<file path="src/rtl/fetch_ctrl_pkg.sv">
// Shared types and constants for the instruction-fetch sequencer.
package fetch_ctrl_pkg;

    localparam int unsigned XLEN = 32;
    localparam logic [XLEN-1:0] NOP = 32'h0000_0013;

    typedef enum logic [1:0] {
        IDLE  = 2'd0,
        FETCH = 2'd1,
        FAULT = 2'd2
    } fetch_state_e;

    typedef struct packed {
        logic [XLEN-1:0] inst;
        logic [XLEN-1:0] pc;
    } fetch_entry_t;

    // Misaligned or beyond the end of instruction memory.
    function automatic logic pc_illegal(input logic [XLEN-1:0] pc, input logic [XLEN-1:0] limit);
        return (pc[1:0] != 2'b00) || (pc >= limit);
    endfunction

endpackage

</file>
<file path="src/rtl/fetch_ctrl_fifo.sv">
// Synchronous FIFO of fetch entries; flush wins over push/pop, push+pop allowed at full.
module fetch_fifo
    import fetch_ctrl_pkg::*;
#(
    parameter int unsigned DEPTH = 2
) (
    input  logic         clk,
    input  logic         reset_n,
    input  logic         push,
    input  fetch_entry_t wr_data,
    input  logic         pop,
    input  logic         flush,
    output fetch_entry_t rd_data,
    output logic         empty,
    output logic         full
);

    localparam int unsigned AW = (DEPTH > 1) ? $clog2(DEPTH) : 1;
    localparam int unsigned CW = AW + 1;

    fetch_entry_t   mem_q [DEPTH];
    fetch_entry_t   mem_d [DEPTH];
    logic [AW-1:0]  wr_ptr_q, wr_ptr_d;
    logic [AW-1:0]  rd_ptr_q, rd_ptr_d;
    logic [CW-1:0]  count_q, count_d;
    logic           do_push;
    logic           do_pop;

    assign empty   = (count_q == '0);
    assign full    = (count_q == CW'(DEPTH));
    assign rd_data = mem_q[rd_ptr_q];

    always_comb begin
        mem_d    = mem_q;
        wr_ptr_d = wr_ptr_q;
        rd_ptr_d = rd_ptr_q;
        count_d  = count_q;
        do_pop   = pop && !empty && !flush;
        do_push  = push && !flush && (!full || do_pop);

        if (flush) begin
            wr_ptr_d = '0;
            rd_ptr_d = '0;
            count_d  = '0;
        end else begin
            // DEPTH is a power of two, so pointers wrap naturally.
            if (do_push) begin
                mem_d[wr_ptr_q] = wr_data;
                wr_ptr_d        = wr_ptr_q + AW'(1);
            end
            if (do_pop) begin
                rd_ptr_d = rd_ptr_q + AW'(1);
            end
            count_d = count_q + CW'(do_push) - CW'(do_pop);
        end
    end

    always_ff @(posedge clk or negedge reset_n) begin
        if (!reset_n) begin
            for (int unsigned i = 0; i < DEPTH; i++) begin
                mem_q[i] <= '0;
            end
            wr_ptr_q <= '0;
            rd_ptr_q <= '0;
            count_q  <= '0;
        end else begin
            mem_q    <= mem_d;
            wr_ptr_q <= wr_ptr_d;
            rd_ptr_q <= rd_ptr_d;
            count_q  <= count_d;
        end
    end

endmodule

</file>
<file path="src/rtl/fetch_ctrl.sv">
// Instruction-fetch sequencer: owns the fetch PC, fills a prefetch FIFO from
// combinational instruction memory, handles redirects and illegal fetch addresses.
module fetch_ctrl
    import fetch_ctrl_pkg::*;
#(
    parameter logic [XLEN-1:0] RESET_PC   = 32'h0000_0000,
    parameter int unsigned     FIFO_DEPTH = 2,
    parameter int unsigned     IMEM_WORDS = 64
) (
    input  logic            clk,
    input  logic            reset_n,
    input  logic            run,
    output logic [XLEN-1:0] imem_addr,
    input  logic [XLEN-1:0] imem_rd,
    input  logic            redirect_valid,
    input  logic [XLEN-1:0] redirect_pc,
    output logic            inst_valid,
    output logic [XLEN-1:0] inst,
    output logic [XLEN-1:0] inst_pc,
    input  logic            inst_ready,
    output logic            fault,
    output logic [XLEN-1:0] fault_pc
);

    localparam logic [XLEN-1:0] PC_LIMIT = XLEN'(IMEM_WORDS * 4);

    fetch_state_e    state_q, state_d;
    logic [XLEN-1:0] pc_q, pc_d;
    logic            fault_q, fault_d;
    logic [XLEN-1:0] fault_pc_q, fault_pc_d;

    logic            fifo_empty;
    logic            fifo_full;
    fetch_entry_t    head;
    fetch_entry_t    tail;
    logic            pop;
    logic            redirect_take;
    logic            redirect_bad;
    logic            fetch_try;
    logic            fetch_bad;
    logic            push;

    assign pop           = inst_valid && inst_ready;
    assign redirect_take = redirect_valid && (state_q != FAULT);
    assign redirect_bad  = redirect_take && pc_illegal(redirect_pc, PC_LIMIT);
    // A fetch is attempted only when the FIFO can take it this cycle.
    assign fetch_try     = (state_q == FETCH) && !redirect_valid && (!fifo_full || pop);
    assign fetch_bad     = fetch_try && pc_illegal(pc_q, PC_LIMIT);
    assign push          = fetch_try && !fetch_bad;
    assign tail          = '{inst: imem_rd, pc: pc_q};

    fetch_fifo #(
        .DEPTH (FIFO_DEPTH)
    ) u_fifo (
        .clk     (clk),
        .reset_n (reset_n),
        .push    (push),
        .wr_data (tail),
        .pop     (pop),
        .flush   (redirect_take),
        .rd_data (head),
        .empty   (fifo_empty),
        .full    (fifo_full)
    );

    always_comb begin
        state_d    = state_q;
        pc_d       = pc_q;
        fault_d    = fault_q;
        fault_pc_d = fault_pc_q;

        case (state_q)
            IDLE:    if (run)  state_d = FETCH;
            FETCH:   if (!run) state_d = IDLE;
            default: state_d = FAULT;
        endcase

        if (redirect_take) begin
            if (redirect_bad) begin
                state_d    = FAULT;
                fault_d    = 1'b1;
                fault_pc_d = redirect_pc;
            end else begin
                pc_d = redirect_pc;
            end
        end else if (fetch_bad) begin
            state_d    = FAULT;
            fault_d    = 1'b1;
            fault_pc_d = pc_q;
        end else if (push) begin
            pc_d = pc_q + XLEN'(4);
        end
    end

    always_ff @(posedge clk or negedge reset_n) begin
        if (!reset_n) begin
            state_q    <= IDLE;
            pc_q       <= RESET_PC;
            fault_q    <= 1'b0;
            fault_pc_q <= '0;
        end else begin
            state_q    <= state_d;
            pc_q       <= pc_d;
            fault_q    <= fault_d;
            fault_pc_q <= fault_pc_d;
        end
    end

    assign imem_addr  = pc_q;
    assign inst_valid = !fifo_empty;
    assign inst       = fifo_empty ? '0 : head.inst;
    assign inst_pc    = fifo_empty ? '0 : head.pc;
    assign fault      = fault_q;
    assign fault_pc   = fault_pc_q;

endmodule
</file>
<file path="config.mk">
export PLATFORM = sky130hd
export DESIGN_NAME = fetch_ctrl
export DESIGN_NICKNAME = d
export VERILOG_FILES = /design/src/rtl/fetch_ctrl_pkg.sv /design/src/rtl/fetch_ctrl_fifo.sv /design/src/rtl/fetch_ctrl.sv
export SDC_FILE = /design/constraint.sdc
export NUM_CORES = 1
export LEC_CHECK = 0
export CAP_MARGIN = 10
export CORE_MARGIN = 2
export CORE_UTILIZATION = 56
export CTS_CLUSTER_SIZE = 40
export DETAILED_ROUTE_END_ITERATION = 12
export HOLD_SLACK_MARGIN = 0.15
export PLACE_DENSITY = 0.95
export RECOVER_POWER = 25
export SETUP_SLACK_MARGIN = 0.4
export SYNTH_ARGS = -nofsm -noshare
export SYNTH_HDL_FRONTEND = slang
export SYNTH_HIERARCHICAL = 1
export SYNTH_SLANG_ARGS = --single-unit
</file>
<file path="constraint.sdc">
create_clock -name clk -period 6.31 [get_ports clk]
set_input_delay 1.893 -clock clk [delete_from_list [all_inputs] [get_ports clk]]
set_output_delay 1.893 -clock clk [all_outputs]
set_load 0.03 [all_outputs]
</file>
==> flow_summary_export.csv, run 1 <==
group,metric,value,unit
sta,max_slew_margin,-1.02,
clocking,clock_sinks,199,
worst_setup_path,path_buf_inv,2,
synth,synthArstFlopShare,1.00,
synth,synth_ff_type,"dfrtp_1",
worst_setup_path,crit_chain,"clkdlybuf4s50_1 -> nor2b_1 -> o211ai_2 -> nor4_1 -> and4b_4 -> buf_4 -> mux2_4",
detailed_routing,dr.pass1.iters,5,
worst_setup_path,arrival,5140,ps
clocking,clk_pin_slew_worst_paths,70,ps
die,rows,48,
synth,avgSynthCellArea,13.1,um^2
worst_setup_path,path_max_fanout,24,
sta,setup_viol,0,
synth,syn_nets,820,
worst_setup_path,critPathKind,"in2reg",
sta,tns,0,ps
clocking,cts-resized-gates,0,
status,status,"finished, violations left",
synth,synthTopCellsByArea,"dfrtp_1, mux2_2, mux2_4",
hold_path,hp-start,"fault$_DFFE_PN0P_",
job,cap_violations,1,
detailed_routing,vias_per_cell,5.55,
place,port_buffers,198,
die,io_pins,199,
synth,yosysTopAreaCellShare,0.510,
pwr,p_per_area,192,nW/um^2
detailed_routing,wl_per_cell,20.1,um
detailed_routing,drt-total-wl,23.6,mm
synth,yosysSeqAreaShare,0.510,
detailed_routing,drc,0,
pwr,p_leak,5.78,nW
place,gp_congestion,0.793,
clocking,htreeDepth,4,
clocking,cts_tree,"yes",
clocking,clock_latency,430,ps
worst_setup_path,worst_setup_path_end_kind,"flip-flop",
die,die_width,136,um
final_layout,layoutNonFillerInstCount,1172,
final_layout,final_common_cell,"dfrtp_1",
sta,period_needed,4840,ps
sta,fin_crit_sh,0.767,
detailed_routing,ant_nets,0,
place,dp.cells,1139,
synth,ys_warn_count,6,
worst_setup_path,timing.rr.end,"u_fifo/mem_q[20]$_DFFE_PN0P_",
worst_setup_path,reg2reg_from,"u_fifo/count_q[1]$_DFF_PN0_",
clocking,post_cts_buffers,0,
synth,yosys.area.top_type,"dfrtp_1",
clocking,numCtsBuffers,17,
clocking,cts_hold_buf,0,
status,violations,"max-capacitance violations, max-slew violations",
clocking,cts_max_path_buffers,2,
sta,fmax,207,MHz
die,core_area,17200,um^2
hold_path,hp-class,"reg2reg",
synth,netlist_instances,747,
die,die_y,136,um
final_layout,drive_gt1_frac,0.308,
die,die-area,18500,um^2
global_route,grt_pass1_wl,37.8,mm
sta,rsz0062_at_grt,"false",
place,dp_hpwl,15.7,mm
detailed_routing,first_iter_violations,392,
detailed_routing,vias,6501,
global_route,grt_usage,0.264,
synth,ys_seq_elements,199,
worst_setup_path,cp_top_family,"simple AND/OR/NAND/NOR gates",
global_route,grt_pass1_vias,6912,
hold_path,hold_path_depth,1,
global_route,grt_max_degree,123,
sta,finalClockSkew,11.3,ps
clocking,clockRootBuffer,"clkbuf_16",
final_layout,nets,1006,
pwr,total_power,0.00238,W
die,initial_utilization,0.569,
sta,worstMarginPinSlew,3030,ps
global_route,overflow,0,
worst_setup_path,rr_worst_depth,8,
synth,syn_area,9770,um^2
worst_setup_path,slowest_stage,"nor4_1",
synth,ys_types,51,
synth,synth_edf_count,0,
final_layout,final_cell_mix,"dfrtp_1, clkdlybuf4s50_1, mux2_2",
pwr,vdd_drop_max,201,uV
hold_path,hold_end,"fault$_DFFE_PN0P_",
sta,drv_slew,123,
worst_setup_path,r2r_slack,2350,ps
final_layout,area_growth,27.1,%
worst_setup_path,startpoint_type,"input pin",
global_route,antenna_found_initial,0,
sta,finalHoldViolCount,0,
worst_setup_path,required,6610,ps
worst_setup_path,cpPeakStageDelay,810,ps
## per-layer routing
metal | vias to the layer above | wire length [um] | GRT usage
met5 | - | 0 | 0
met4 | 0 | 359 | 0.0747
met3 | 31 | 1430 | 0.0589
met2 | 219 | 11600 | 0.438
met1 | 3304 | 10200 | 0.351
li1 | 2947 | - | -
## flip-flops by register name, summed over array words and instances (netlist names)
register and count:
u_fifo/count_q 2, state_q 2, fault 1, u_fifo/mem_q 128, fault_pc 32, u_fifo/rd_ptr_q 1
imem_addr 32, u_fifo/wr_ptr_q 1
## worst reg2reg max path: stages, from the launching register on
cell      delay, ps
dfrtp_1         470
nor2_4          130
buf_4           350
nor2b_1         340
o211ai_2        200
nor4_1          810
and4b_4         770
buf_4           420
mux2_4          350
## kinds of logic (layout without fill, tap and decap cells)
| logic type | Yosys count | in the layout | synth area share |
|---|---|---|---|
| buffers and inverters | 50 | 249 | 0.0309 |
| other | 0 | 1 | 0 |
| AO/OA/AOI/OAI | 24 | 24 | 0.0178 |
| AND/OR/NAND/NOR | 241 | 241 | 0.140 |
| flip-flops | 199 | 199 | 0.510 |
| multiplexers | 226 | 226 | 0.294 |
| XOR/XNOR | 3 | 3 | 0.00269 |
| adder cells (fa/ha/maj) | 4 | 4 | 0.00512 |
## how the worst max path moves through the flow
| stage | depth (start not counted) | end | startpoint | slack, ps |
|---|---|---|---|---|
| floorplan | 7 | u_fifo/mem_q[10]$_DFFE_PN0P_ | inst_ready | 2580 |
| global placement | 7 | u_fifo/mem_q[11]$_DFFE_PN0P_ | inst_ready | 1200 |
| detailed placement | 7 | u_fifo/mem_q[11]$_DFFE_PN0P_ | inst_ready | 1080 |
| CTS | 7 | u_fifo/mem_q[20]$_DFFE_PN0P_ | inst_ready | 1530 |
| global route | 2 | imem_addr[21]$_DFFE_PN0P_ | reset_n | 970 |
| finish | 7 | u_fifo/mem_q[20]$_DFFE_PN0P_ | inst_ready | 1470 |
## power breakdown
group | internal (W) | total, W | switching, W | leakage [nW]
logic | 0.0000513 | 0.000106 | 0.0000542 | 2.76
registers | 0.00128 | 0.00128 | 0.00000268 | 2.75
clock network | 0.000509 | 0.000995 | 0.000486 | 0.262
## per-stage QoR
| stage | cell area [um^2] | utilization | hold WS [ps] | worst slack (ps) |
|---|---|---|---|---|
| 2_1_floorplan | 9770 | - | 451 | 2580 |
| 3_3_place_gp | 11900 | 0.692 | 449 | 1200 |
| 3_5_place_dp | 11900 | 0.692 | 458 | 1080 |
| 4_1_cts | 12400 | 0.723 | 477 | 1530 |
| 5_1_grt | 12400 | 0.723 | 511 | 967 |
| 6_report | 12400 | 0.723 | 476 | 1470 |
## synth_stat cells (2+ instances only)
cell type / number
nor3_2: 2
nor2b_1: 68
nor2_1: 13
nand3_1: 4
o21ai_1: 2
mux2_4: 87
nand3_2: 2
clkbuf_1: 19
buf_6: 12
nor4_1: 5
ha_1: 4
a21oi_1: 4
nor4_2: 10
inv_1: 7
xor2_1: 2
nor3_1: 3
buf_4: 5
and4b_1: 2
inv_2: 2
and2_1: 23
dfrtp_1: 199
o2bb2ai_1: 2
mux2_2: 133
o21ai_0: 8
mux2i_1: 2
mux2_1: 4
nor4_4: 2
buf_2: 4
nand2_1: 95
## area by class of cell
| cell class | instances | area, um^2 |
|---|---|---|
| Antenna cell | 1 | 2.50 |
| Sequential cell | 199 | 4980 |
| Clock buffer | 18 | 429 |
| Timing Repair Buffer | 208 | 2060 |
| Clock inverter | 14 | 104 |
| Multi-Input combinational cell | 498 | 4520 |
| Tap cell | 225 | 282 |
| Fill cell | 1182 | 4760 |
| Inverter | 9 | 33.8 |
(Power assumes the default switching activity.)
==> run 2: changes to the inputs <==
--- a/config.mk
+++ b/config.mk
@@ -7,11 +7,11 @@
 export LEC_CHECK = 0
 export CAP_MARGIN = 10
 export CORE_MARGIN = 2
-export CORE_UTILIZATION = 56
+export CORE_UTILIZATION = 52
 export CTS_CLUSTER_SIZE = 40
 export DETAILED_ROUTE_END_ITERATION = 12
 export HOLD_SLACK_MARGIN = 0.15
-export PLACE_DENSITY = 0.95
+export PLACE_DENSITY = 0.91
 export RECOVER_POWER = 25
 export SETUP_SLACK_MARGIN = 0.4
 export SYNTH_ARGS = -nofsm -noshare
==> constraint.sdc (replaced) <==
create_clock -name clk -period 4.85 [get_ports clk]
set_input_delay 1.455 -clock clk [delete_from_list [all_inputs] [get_ports clk]]
set_output_delay 1.455 -clock clk [all_outputs]
set_load 0.03 [all_outputs]
==> run 2 against run 1 <==
Net effect:
- the flow still finishes with violations (max-capacitance violations, max-slew violations)
- clock power up 36%
- sequential share of layout area shrank 0.33 points
- highest routed layer unchanged
- die area increased by 7.5%
- hold slack gained 6.2 ps
- first-iteration DRC count down 36%
- cell count up 1.0%
- clock skew hardly changed
==> flow_summary_export.csv, run 2 (synthesized netlist as in run 1, its figures left out) <==
group,metric,value,unit
status,status,"finished, violations left",
status,violations,"max-capacitance violations, max-slew violations",
clocking,cts_max_path_buffers,2,
detailed_routing,vias,6398,
sta,tns,0,ps
global_route,use_met2,0.391,
final_layout,drive_gt1_frac,0.310,
global_route,grt-busiest-layer,"met2",
worst_setup_path,timing.rr.end,"u_fifo/mem_q[0]$_DFFE_PN0P_",
die,initial_utilization,0.526,
final_layout,regMostFlops,"u_fifo/mem_q",
worst_setup_path,path_max_fanout,34,
place,dp.cells,1151,
sta,setup_viol,0,
sta,rsz0062_at_grt,"false",
place,dp_hpwl,15.0,mm
place,gp_congestion,0.783,
final_layout,nets,1009,
place,port_buffers,198,
final_layout,largest_register_ffs,128,
die,die_width,141,um
sta,finalHoldViolCount,0,
final_layout,final_cell_mix,"dfrtp_1, clkdlybuf4s50_1, mux2_2",
final_layout,area_growth,28.2,%
clocking,htreeDepth,4,
die,die_y,141,um
global_route,grt_usage,0.235,
global_route,grt_pass1_wl,37.2,mm
global_route,use_met3,0.0608,
hold_path,hp-class,"reg2reg",
sta,setup_ws,760,ps
pwr,p_leak,5.82,nW
die,rows,50,
clocking,clock_latency,420,ps
pwr,p_per_area,252,nW/um^2
die,die-area,19900,um^2
worst_setup_path,worst_setup_path_end_kind,"output port",
sta,fin_crit_sh,0.843,
job,cap_violations,1,
pwr,vdd_drop_max,241,uV
worst_setup_path,rr_worst_depth,9,
pwr,pwr-share-comb,0.044,
worst_setup_path,crit_path_start,"u_fifo/rd_ptr_q$_DFFE_PN0P_",
final_layout,fillerInstances,1369,
clocking,post_cts_buffers,0,
sta,drv_slew,111,
final_layout,final_common_cell,"dfrtp_1",
worst_setup_path,arrival,2630,ps
die,io_pins,199,
worst_setup_path,r2r_slack,1890,ps
clocking,clk_pin_slew_worst_paths,70,ps
clocking,numCtsBuffers,17,
final_layout,layoutNonFillerInstCount,1184,
pwr,switchingPower,0.000710,W
pwr,p_clk_frac,0.428,
detailed_routing,ant_nets,0,
detailed_routing,first_iter_violations,249,
detailed_routing,wl_per_cell,19.1,um
sta,finalHoldWorstSlack,482,ps
clocking,cts_hold_buf,0,
clocking,clockRootBuffer,"clkbuf_16",
clocking,cts_tree,"yes",
sta,max_slew_margin,-0.864,
global_route,grt_use_met1,0.304,
worst_setup_path,required,3390,ps
worst_setup_path,startpoint_type,"flip-flop",
global_route,grt_pass1_vias,6916,
pwr,seqPwrFrac,0.528,
clocking,clock_sinks,199,
detailed_routing,vias_per_cell,5.40,
worst_setup_path,reg2reg_from,"u_fifo/count_q[1]$_DFF_PN0_",
final_layout,utilization,0.674,
sta,period_needed,4090,ps
pwr,swShare,0.225,
die,core_area,18600,um^2
worst_setup_path,cp-endpoint,"inst_pc[0]",
global_route,antenna_found_initial,1,
global_route,grt_max_degree,112,
pwr,p_int,0.00245,W
worst_setup_path,critPathKind,"reg2out",
detailed_routing,drt-total-wl,22.6,mm
clocking,cts-resized-gates,0,
sta,finalClockSkew,10.9,ps
place,dp_slack,807,ps
detailed_routing,dr.pass1.iters,4,
detailed_routing,drc,0,
sta,worstMarginPinSlew,2800,ps
sta,fmax,245,MHz
global_route,overflow,0,
[run 2: worst min path at each step]
| stage | endpoint | cells after the start | slack, ps | from |
|---|---|---|---|---|
| 2_1_floorplan | state_q[0]$_DFF_PN0_ | 1 | 450 | state_q[1]$_DFF_PN0_ |
| 3_3_place_gp | fault$_DFFE_PN0P_ | 1 | 450 | fault$_DFFE_PN0P_ |
| 3_5_place_dp | u_fifo/mem_q[1]$_DFFE_PN0P_ | 1 | 470 | u_fifo/mem_q[1]$_DFFE_PN0P_ |
| 4_1_cts | u_fifo/mem_q[1]$_DFFE_PN0P_ | 1 | 480 | u_fifo/mem_q[1]$_DFFE_PN0P_ |
| 5_1_grt | fault$_DFFE_PN0P_ | 1 | 500 | fault$_DFFE_PN0P_ |
| 6_report | u_fifo/mem_q[31]$_DFFE_PN0P_ | 1 | 480 | u_fifo/mem_q[31]$_DFFE_PN0P_ |
[run 2: cell type report]
| type | instances | area (um^2) | area share |
|---|---|---|---|
| Antenna cell | 1 | 2.50 | 0.000200 |
| Clock buffer | 18 | 429 | 0.0343 |
| Clock inverter | 14 | 125 | 0.00999 |
| Inverter | 9 | 33.8 | 0.00270 |
| Multi-Input combinational cell | 498 | 4520 | 0.361 |
| Sequential cell | 199 | 4980 | 0.398 |
| Tap cell | 234 | 293 | 0.0234 |
| Timing Repair Buffer | 211 | 2140 | 0.171 |
[run 2: power groups by stage]
| stage | Combinational, W | Sequential [W] | Clock (W) |
|---|---|---|---|
| after floorplan | 0.0000110 | 0.00171 | 0 |
| after global placement | 0.000139 | 0.00170 | 0 |
| after detailed placement | 0.000141 | 0.00170 | 0 |
| after CTS | 0.000141 | 0.00167 | 0.00137 |
| after global routing | 0.000151 | 0.00167 | 0.00144 |
| final | 0.000139 | 0.00167 | 0.00135 |
[run 2: metrics by stage]
stage	instance area [um^2]	total power, W
6_report	12500	0.00316
5_1_grt	12500	0.00326
4_1_cts	12500	0.00318
3_5_place_dp	12000	0.00184
3_3_place_gp	12000	0.00184
2_1_floorplan	9770	0.00172
[run 2: layer usage]
| metal | wire length (um) | part of all wire |
|---|---|---|
| met5 | 0 | 0 |
| met1 | 9880 | 0.44 |
| met3 | 1270 | 0.056 |
| met4 | 485 | 0.021 |
| met2 | 10900 | 0.48 |
[run 2: worst max-delay path: stages, from the launching register on]
cell             delay [ps]
dfrtp_4                 740
buf_12                  300
mux2_2                  360
nor2b_1                 130
clkdlybuf4s50_1         660
==> run 3: changes to the inputs <==
--- a/config.mk
+++ b/config.mk
@@ -7,11 +7,11 @@
 export LEC_CHECK = 0
 export CAP_MARGIN = 10
 export CORE_MARGIN = 2
-export CORE_UTILIZATION = 52
+export CORE_UTILIZATION = 47
 export CTS_CLUSTER_SIZE = 40
 export DETAILED_ROUTE_END_ITERATION = 12
 export HOLD_SLACK_MARGIN = 0.15
-export PLACE_DENSITY = 0.91
+export PLACE_DENSITY = 0.87
 export RECOVER_POWER = 25
 export SETUP_SLACK_MARGIN = 0.4
 export SYNTH_ARGS = -nofsm -noshare
==> constraint.sdc (replaced) <==
create_clock -name clk -period 3.5 [get_ports clk]
set_input_delay 1.05 -clock clk [delete_from_list [all_inputs] [get_ports clk]]
set_output_delay 1.05 -clock clk [all_outputs]
set_load 0.03 [all_outputs]
==> run 3 against run 2 <==
Net effect:
- the run now ends clean
- wire length up 1.7%
- cell count increased by 4.2%
- worst setup slack got worse by 320 ps
- sequential cell count unchanged
- clock power increased by 41%
- count of clock-buffer cells in the layout rose by 1
- sequential power is 38% higher
- critical path type unchanged
- combinational power increased by 39%
- hold slack worse by 0.78 ps
- via count is 1.1% higher
- critical path depth stayed put
==> flow_summary_export.csv, run 3 (synthesized netlist as in run 1, its figures left out) <==
group,metric,value,unit
status,status,"complete, no violations",
die,die-area,22000,um^2
detailed_routing,vias_per_cell,5.24,
clocking,clock_sinks,199,
clocking,numCtsBuffers,17,
sta,worstMarginPinSlew,1480,ps
worst_setup_path,path_buf_inv,2,
final_layout,final_common_cell,"dfrtp_1",
job,cap_violations,0,
final_layout,nets,1024,
final_layout,fillerInstances,1597,
worst_setup_path,crit_cells,4,
worst_setup_path,rr_worst_depth,6,
worst_setup_path,startpoint_type,"flip-flop",
final_layout,utilization,0.620,
hold_path,hp-class,"reg2reg",
clocking,clock_latency,430,ps
final_layout,multi_input_area,4530,um^2
sta,drv_slew,0,
clocking,cts_hold_buf,0,
global_route,grt_usage,0.212,
global_route,overflow,0,
die,initial_utilization,0.481,
sta,setup_viol,0,
detailed_routing,dr.pass1.iters,4,
sta,finalHoldViolCount,0,
worst_setup_path,r2r_slack,930,ps
clocking,clockRootBuffer,"clkbuf_16",
detailed_routing,drc,0,
sta,rsz0062_at_grt,"true",
pwr,p_per_area,351,nW/um^2
die,rows,52,
detailed_routing,vias,6467,
final_layout,seqCellArea,4980,um^2
place,dp_slack,67.7,ps
pwr,vdd_drop_max,310,uV
die,core_area,20300,um^2
clocking,cts_max_path_buffers,2,
clocking,clk_pin_slew_worst_paths,70,ps
detailed_routing,wl_per_cell,18.6,um
sta,fmax,327,MHz
pwr,p_leak,6.11,nW
worst_setup_path,crit_path_start,"u_fifo/rd_ptr_q$_DFFE_PN0P_",
final_layout,area_growth,28.7,%
worst_setup_path,cpPeakStageDelay,540,ps
detailed_routing,ant_nets,0,
worst_setup_path,cp-endpoint,"inst[12]",
worst_setup_path,slowest_stage,"dfrtp_4",
die,die_y,148,um
sta,tns,0,ps
die,io_pins,199,
worst_setup_path,critPathKind,"reg2out",
worst_setup_path,reg2reg_from,"imem_addr[20]$_DFFE_PN0P_",
die,die_width,148,um
final_layout,regMostFlops,"u_fifo/mem_q",
clocking,cts_tree,"yes",
final_layout,drive_gt1_frac,0.351,
worst_setup_path,worst_setup_path_end_kind,"output port",
worst_setup_path,timing.rr.end,"u_fifo/mem_q[1]$_DFFE_PN0P_",
global_route,grt_max_degree,62,
worst_setup_path,crit_chain,"buf_12 -> mux2_2 -> nor2b_1 -> dlygate4sd2_1",
global_route,grt_pass1_wl,36.7,mm
detailed_routing,drt-total-wl,22.9,mm
worst_setup_path,cp_top_family,"buffers and inverters",
final_layout,final_cell_mix,"dfrtp_1, mux2_2, clkdlybuf4s50_1",
sta,finalClockSkew,13.2,ps
sta,setup_ws,441,ps
final_layout,largest_register_ffs,128,
sta,period_needed,3060,ps
place,dp_hpwl,15.3,mm
sta,fin_crit_sh,0.874,
place,gp_congestion,0.763,
place,port_buffers,198,
global_route,antenna_found_initial,1,
worst_setup_path,path_max_fanout,19,
clocking,htreeDepth,4,
worst_setup_path,arrival,2010,ps
detailed_routing,first_iter_violations,334,
worst_setup_path,required,2450,ps
global_route,grt_pass1_vias,6683,
sta,max_slew_margin,0.0147,
## run 3: how the worst min path moves through the flow
stage                         startpoint  cells past startpoint  slack (ps)                    to
floorplan           state_q[1]$_DFF_PN0_                      1         450  state_q[0]$_DFF_PN0_
global placement       fault$_DFFE_PN0P_                      1         460     fault$_DFFE_PN0P_
detailed placement     fault$_DFFE_PN0P_                      1         460     fault$_DFFE_PN0P_
CTS                    fault$_DFFE_PN0P_                      1         480     fault$_DFFE_PN0P_
global route           fault$_DFFE_PN0P_                      1         500     fault$_DFFE_PN0P_
finish                 fault$_DFFE_PN0P_                      1         480     fault$_DFFE_PN0P_
## run 3: routing by layer
metal / vias up / share of wire / global-route usage
li1: 2964 / - / -
met1: 3292 / 0.46 / 0.295
met2: 188 / 0.47 / 0.338
met3: 23 / 0.053 / 0.0497
met4: 0 / 0.012 / 0.0519
met5: - / 0 / 0
## run 3: power breakdown
part | internal [W] | switching, W | leakage (nW)
registers | 0.00231 | 0.00000544 | 2.75
clock network | 0.00105 | 0.000857 | 0.269
logic | 0.0000969 | 0.0000957 | 3.08
total | 0.00345 | 0.000958 | 6.11
## run 3: stage by stage
| step | instances | cell area [um^2] | total power, W | hold slack (ps) |
|---|---|---|---|---|
| global placement | 1198 | 12100 | 0.00255 | 460 |
| global route | 1234 | 12600 | 0.00457 | 497 |
| detailed placement | 1198 | 12100 | 0.00255 | 464 |
| floorplan | 747 | 9770 | 0.00239 | 451 |
| finish | 1234 | 12600 | 0.00441 | 481 |
| CTS | 1233 | 12700 | 0.00446 | 485 |
## run 3: final cells by class
class / instances / share of cell area
Antenna cell: 1 / 0.000199
Multi-Input combinational cell: 498 / 0.360
Tap cell: 270 / 0.0269
Clock inverter: 12 / 0.0102
Inverter: 9 / 0.00269
Timing Repair Buffer: 226 / 0.169
Sequential cell: 199 / 0.396
Clock buffer: 19 / 0.0344
## run 3: timing repair
action / CTS / global route
pin swaps: 0 / 0
cloned: 0 / 0
buffers inserted: 4 / 0
gates resized for setup: 63 / 73
endpoints found under the setup margin: 64 / 54
